===== src/rtl/intr_src_cond.sv =====
// Interrupt source conditioner: synchronises raw lines, applies polarity and level/edge
// selection, keeps masked sticky pending bits and feeds the interrupt controller.
module intr_src_cond #(
   parameter int NUM_INTR    = 16,
   parameter int SYNC_STAGES = 2
) (
   input  logic                pclk_i,
   input  logic                prst_i,
   input  logic [3:0]          paddr_i,
   input  logic [15:0]         pwdata_i,
   output logic [15:0]         prdata_o,
   input  logic                penable_i,
   input  logic                pwrite_i,
   output logic                pready_o,
   input  logic [NUM_INTR-1:0] intr_raw_i,
   input  logic [3:0]          intr_to_service_i,
   input  logic                intr_serviced_i,
   output logic [NUM_INTR-1:0] intr_active_o
);

   localparam logic [3:0] ADDR_MASK = 4'h0;
   localparam logic [3:0] ADDR_TRIG = 4'h1;
   localparam logic [3:0] ADDR_POL  = 4'h2;
   localparam logic [3:0] ADDR_PEND = 4'h3;
   localparam logic [3:0] ADDR_RAW  = 4'h4;

   logic [SYNC_STAGES-1:0][NUM_INTR-1:0] sync_p;
   logic [NUM_INTR-1:0] mask_r;
   logic [NUM_INTR-1:0] trig_r;
   logic [NUM_INTR-1:0] pol_r;
   logic [NUM_INTR-1:0] pend_r;
   logic [NUM_INTR-1:0] hist_r;
   logic [15:0]         prdata_r;
   logic                pready_r;

   logic                wr_en;
   logic                rd_en;
   logic [NUM_INTR-1:0] sync_out;
   logic [NUM_INTR-1:0] cond;
   logic [NUM_INTR-1:0] edge_det;
   logic [NUM_INTR-1:0] trig_nxt;
   logic [NUM_INTR-1:0] pol_nxt;
   logic [NUM_INTR-1:0] cfg_chg;
   logic [NUM_INTR-1:0] w1c_clr;
   logic [NUM_INTR-1:0] svc_clr;
   logic [NUM_INTR-1:0] edge_clr;
   logic [NUM_INTR-1:0] pend_edge;
   logic [NUM_INTR-1:0] pend_nxt;
   logic [NUM_INTR-1:0] hist_nxt;
   logic [15:0]         rd_val;

   assign wr_en = penable_i & pwrite_i;
   assign rd_en = penable_i & ~pwrite_i;

   // Synchroniser: stage 0 samples the asynchronous lines
   always_ff @(posedge pclk_i or posedge prst_i) begin
      if (prst_i) begin
         sync_p <= '0;
      end else begin
         sync_p <= {sync_p[SYNC_STAGES-2:0], intr_raw_i};
      end
   end

   assign sync_out = sync_p[SYNC_STAGES-1];
   assign cond     = sync_out ^ pol_r;
   assign edge_det = cond & ~hist_r;

   assign trig_nxt = (wr_en && paddr_i == ADDR_TRIG) ? pwdata_i : trig_r;
   assign pol_nxt  = (wr_en && paddr_i == ADDR_POL)  ? pwdata_i : pol_r;
   assign cfg_chg  = (trig_nxt ^ trig_r) | (pol_nxt ^ pol_r);

   assign w1c_clr  = (wr_en && paddr_i == ADDR_PEND) ? pwdata_i : '0;
   assign svc_clr  = intr_serviced_i ? (NUM_INTR'(1) << intr_to_service_i) : '0;
   assign edge_clr = (w1c_clr | svc_clr) & trig_r;

   // A new edge overrides any clear arriving in the same cycle
   assign pend_edge = edge_det | (pend_r & ~edge_clr);
   assign pend_nxt  = ((trig_r & pend_edge) | (~trig_r & cond)) & ~cfg_chg;

   // Reloading history with the post-write condition suppresses edges caused by a
   // polarity flip; unchanged lines see pol_nxt == pol_r, i.e. plain h <= c
   assign hist_nxt = sync_out ^ pol_nxt;

   always_ff @(posedge pclk_i or posedge prst_i) begin
      if (prst_i) begin
         pend_r <= '0;
         hist_r <= '0;
         trig_r <= '0;
         pol_r  <= '0;
         mask_r <= '0;
      end else begin
         pend_r <= pend_nxt;
         hist_r <= hist_nxt;
         trig_r <= trig_nxt;
         pol_r  <= pol_nxt;
         if (wr_en && paddr_i == ADDR_MASK) begin
            mask_r <= pwdata_i;
         end
      end
   end

   always_comb begin
      rd_val = '0;
      case (paddr_i)
         ADDR_MASK: rd_val = mask_r;
         ADDR_TRIG: rd_val = trig_r;
         ADDR_POL:  rd_val = pol_r;
         ADDR_PEND: rd_val = pend_r;
         ADDR_RAW:  rd_val = sync_out;
         default:   rd_val = '0;
      endcase
   end

   always_ff @(posedge pclk_i or posedge prst_i) begin
      if (prst_i) begin
         pready_r <= 1'b0;
         prdata_r <= '0;
      end else begin
         pready_r <= penable_i;
         if (rd_en) begin
            prdata_r <= rd_val;
         end
      end
   end

   assign prdata_o      = prdata_r;
   assign pready_o      = pready_r;
   assign intr_active_o = pend_r & mask_r;

endmodule


===== config.mk =====
export PLATFORM = sky130hd
export DESIGN_NAME = intr_src_cond
export DESIGN_NICKNAME = d
export VERILOG_FILES = /design/src/rtl/intr_src_cond.sv
export SDC_FILE = /design/constraint.sdc
export NUM_CORES = 1
export LEC_CHECK = 0
export BUFFER_PORTS_ARGS = -buffer_cell sky130_fd_sc_hd__buf_2
export CORE_MARGIN = 8
export CORE_UTILIZATION = 32
export DETAILED_ROUTE_END_ITERATION = 7
export GPL_ROUTABILITY_DRIVEN = 0
export RECOVER_POWER = 100
export SYNTH_ARGS = -nofsm -noshare
export SYNTH_HDL_FRONTEND = slang
export SYNTH_SLANG_ARGS = --single-unit
export TNS_END_PERCENT = 20

===== constraint.sdc =====
create_clock -name pclk_i -period 4.4 [get_ports pclk_i]
set_input_delay 0.88 -clock pclk_i [delete_from_list [all_inputs] [get_ports pclk_i]]
set_output_delay 0.88 -clock pclk_i [all_outputs]
set_load 0.03 [all_outputs]

# ---- After elaboration in Yosys (flattened, before gate mapping)
# Cells that the tools add are included.
dict set report word_totals {
  output_inout_bits 33
  rom_bits 0
  latch_bits 0
  register_bits 129
  mem_bits_rw 0
  inputBits 45
  elab_cells 46
  memories 0
}
dict set report classes {
  eq_ne 4
  bitwise_logic 22
  addsub 0
  magnitude_cmp 0
  div 0
  reduce_logical 5
  multipliers 0
  n_shift 1
  mux 5
}
# op n
set ops {}
lappend ops {{AND 16 bit} 7}
lappend ops {{case mux 16 bit (5 select lines)} 1}
lappend ops {{2-to-1 mux 16 bit} 4}
lappend ops {{NOT 16 bit} 4}
lappend ops {{bitwise OR 16 bit} 4}
lappend ops {{bitwise XOR 16 bit} 4}
lappend ops {{left shift 1 x 4 -> 16 bit (first input constant)} 1}
lappend ops {{== test 4 x 2 -> 1 bit (second input constant)} 2}
lappend ops {{== test 4 x 1 -> 1 bit (second input constant)} 1}
lappend ops {{== test 4 x 3 -> 1 bit (second input constant)} 1}
lappend ops {{logical AND 1 bit} 4}
lappend ops {{logical NOT 4 bit} 1}
lappend ops {{AND 1 bit} 2}
lappend ops {{NOT 1 bit} 1}

# ---- Longest topological paths before layout
dict set report depth {
  ltp_word 11
  ltp_mapped 7
}

# ---- Least setup slack after synthesis
# No wires, ideal clock.
dict set report synth_timing {
  kind {input -> register}
  start {input paddr_i[0]}
  end {register mask_r[5]}
  arrival_time_ns 2.283
  cell_stages 6
  setup_time_ns 0.125
  path_slack_ns 1.993
  cell_sequence {buf_2 -> nor4_4 -> and3_1 -> buf_2 -> buf_4 -> mux2_2}
}
dict set report synth_between {
  elab_chain_len 2
}
# element line_no
set synth_rtl {}
lappend synth_rtl {{start: declaration} 9} ;# input logic [3:0] paddr_i,
lappend synth_rtl {{logical NOT 4 bit} 96} ;# if (wr_en && paddr_i == ADDR_MASK) begin
lappend synth_rtl {{logical AND 1 bit} 96}
lappend synth_rtl {{end signal: assignment} 97} ;# mask_r <= pwdata_i;
lappend synth_rtl {{end: declaration} 28} ;# logic [NUM_INTR-1:0] mask_r;
# No other way between the ends.
# A chain may end at the register's enable or synchronous reset.

# ---- Final worst setup path
dict set report layout_timing {
  start {input paddr_i[0]}
  end {register prdata_r[10] (netlist: prdata_o[10])}
}
dict set report layout_between {
  elab_chain_len 2
  word_cells_on_any_way 6
  classes_between {eq/ne (4); mux (1); reduce/logical (1)}
}
# element line_no
set layout_rtl {}
lappend layout_rtl {{== test 4 x 3 -> 1 bit (tied with other cells)} 104} ;# case (paddr_i)
lappend layout_rtl {{case mux 16 bit (5 select lines) (*)} 104}
lappend layout_rtl {{end signal: assignment} 121} ;# prdata_r <= rd_val;
lappend layout_rtl {{end: declaration} 33} ;# logic [15:0] prdata_r;
# Mark *: on every way between the ends. The rest lies on a longest branch, timed or not.

==> impl_metrics.py <==
metrics = {
    "routing": {
        "wl_met2_mm": 7.90,
        "wl_met3_um": 789,
        "final_antenna_net_count": 0,
        "drtPass1Iterations": 5,
        "wl_per_cell_um": 19.6,
        "route.detailed.drc": 0,
        "met1_length_mm": 7.11,
        "finalWirelength_mm": 16.1,
        "vias": 4417,
        "drt-vias-per-instance": 5.37,
        "drt_iter0_markers": 609,
        "top_layer": "met4",
    },
    "critical_path": {
        "critPathArrivalTime_ns": 3.69,
        "worstSetupStartpointType": "input port",
        "max_stage_delay_ns": 1.31,
        "path_max_fanout": 24,
        "crit_family": "buffers and inverters",
        "critical_path_class": "input port to register",
        "cpMostUsedCell": "clkbuf_1",
        "critPathBufInv": 2,
        "cp.required_ns": 4.68,
        "cp_slowest_cell": "clkbuf_1",
        "endpoint_kind": "register",
        "path_cells": "clkbuf_1 > nor4b_1 > clkbuf_1 > o2bb2ai_1 > a221oi_1 > o21ai_0",
    },
    "floorplan": {
        "ios": 78,
        "rows": 49,
        "die_w_um": 150,
        "coreArea_um2": 17800,
        "start_util_pct": 32.4,
        "die_h_um": 150,
        "fp.dieArea_um2": 22600,
    },
    "flow_run": {
        "cap_violations": 1,
    },
    "layout": {
        "drive_gt1_share_pct": 15.5,
        "antenna_cells": 0,
        "area_growth_syn_to_layout_pct": 19.8,
        "final_area_um2": 6920,
        "fin_nets": 626,
        "fin_util_pct": 38.8,
    },
    "power": {
        "leakage_nw": 3.05,
        "power.density_nw_per_um2": 486,
        "vdd_ir_drop_max_mv": 0.308,
        "finalPower_mw": 3.36,
    },
    "placement": {
        "placed_cell_area_um2": 6430,
        "post-place-ws_ns": 1.49,
        "dpl.hpwl_mm": 10.4,
        "portBuffers": 77,
    },
    "synth": {
        "synth_warnings": 0,
        "synth_top_area_cell": "dfrtp_1",
        "synth_top_area_share_pct": 55.9,
        "synth_cell_types": 33,
        "avgSynthCellArea_um2": 11.5,
        "synthCells": 500,
        "synth_most_common_cell": "dfrtp_1",
        "yosysSeqAreaShare_pct": 55.9,
        "yosys_most_used_dff": "dfrtp_1",
        "syn-cell-area_um2": 5770,
        "synth_edf_count": 0,
        "synthTopCellsByArea": "dfrtp_1 (56%), nand2_1 (6.3%), mux2_2 (5.1%)",
        "synthTopCellsByCount": "dfrtp_1 (129), nand2_1 (97), a221oi_1 (32), o21ai_0 (31), mux2_2 (26)",
        "async_flop_share_pct": 100,
        "syn_nets": 545,
        "ys_ff_latch": 129,
    },
    "grt": {
        "grt_pass1_vias": 4481,
        "grt_pass1_wl_mm": 25.2,
        "antenna_found_initial": 0,
        "overflow": 0,
        "grtUsageTotal_pct": 14.8,
        "grt_max_degree": 130,
    },
    "cts": {
        "cts_sinks": 129,
        "cts_tree": "yes",
        "cts_setup_buffers": 0,
        "post_cts_resized": 0,
        "clk_pin_slew_worst_paths_ns": 0.05,
        "clock_path_buffers": 2,
        "cts_root_buf": "clkbuf_16",
        "htreeDepth": 4,
        "numCtsBuffers": 17,
        "clock_latency_ns": 0.43,
        "ctsHoldBuffers": 0,
    },
    "timing": {
        "layout_worst_path_cycle_share_pct": 77.5,
        "tightest_slew_ns": 1.87,
        "timing.fmax_mhz": 293,
        "min_period_ns": 3.41,
        "fin_ws_ns": 0.992,
        "fin_worst_skew_ns": 0.00476,
        "hold_violations": 0,
        "rsz0062_at_grt": "no",
        "setup_tns_ns": 0,
        "relSlewSlack_pct": -24.5,
        "setup_viol": 0,
        "drv_slew": 25,
    },
    "worst_hold_path": {
        "hp-class": "register to register",
    },
    "outcome": {
        "status": "complete, but fails checks",
        "violations": "capacitance limit, slew limit",
    },
}
[stage by stage]
stage,hold slack [ns],cells
3_3_place_gp,0.332,791
4_1_cts,0.347,822
3_5_place_dp,0.335,791
6_report,0.346,822
2_1_floorplan,0.331,500
5_1_grt,0.351,822
[kinds of logic after synthesis]
family,Yosys count,synth area share [%]
DFF,129,55.9
muxes,48,9.01
and+or+nand+nor,135,11.3
AOI/OAI and AO/OA,145,19.2
xor gates and xnor gates,16,2.43
buffers and inverters,27,2.17
[power breakdown]
part / switching (mW) / leakage (nW) / total (mW) / internal (mW)
clock network: 0.496 / 0.281 / 1.37 / 0.871
logic: 0.267 / 1.16 / 0.469 / 0.202
registers: 0.162 / 1.60 / 1.53 / 1.36
[cells in the final DEF (no fill, tap or decap), drive strengths merged, types with 3 or more instances in the layout]
master   synthesis  layout
o21ai           32      32
dfrtp          129     129
nor2             3       3
a221oi          32      32
mux2            32      32
nand2           97      97
buf             15      51
a21oi           16      16
o221ai          16      16
mux2i           16      16
o2bb2ai         16      16
a221o           16      16
nor3b            3       3
and3             3       3
a2bb2oi         16      16
clkbuf          11      62
clkinv           0       4
and2            17      17
xor2            16      16
[final timing paths]
kind,to,slack [ns],start,depth (start not counted)
setup reg to reg,prdata_o[12],3.19,pol_r[12],4
min in group asynchronous,sync_p[11],0.64,prst_i,3
max in group asynchronous,pol_r[6],3.19,prst_i,3
setup / recovery,prdata_o[10],0.99,paddr_i[0],6
hold reg to reg,sync_out[12],0.35,sync_p[12],0
hold / removal,sync_out[12],0.35,sync_p[12],0
[layout make-up]
cell class / instances / area, um^2
clock buffers: 25 / 485
flip-flops and latches: 129 / 3230
fillers: 1715 / 10900
well taps: 229 / 287
inverters: 1 / 5.00
repair buffers: 88 / 429
multi-input cells: 344 / 2410
clock inverters: 6 / 80.1
[registers in the layout, indices dropped and copies added (netlist names)]
| signal | cells |
|---|---|
| pol_r | 16 |
| mask_r | 16 |
| pend_r | 16 |
| hist_r | 16 |
| sync_out | 16 |
| sync_p | 16 |
| trig_r | 16 |
| pready_o | 1 |
| prdata_o | 16 |
[metal layers]
metal  GRT usage, %  vias up
met4           6.75        0
met2           23.7      131
met5              0        -
li1               -     2043
met3           3.76       24
met1           18.5     2219
Note: power is estimated with default switching activity, not from simulation.
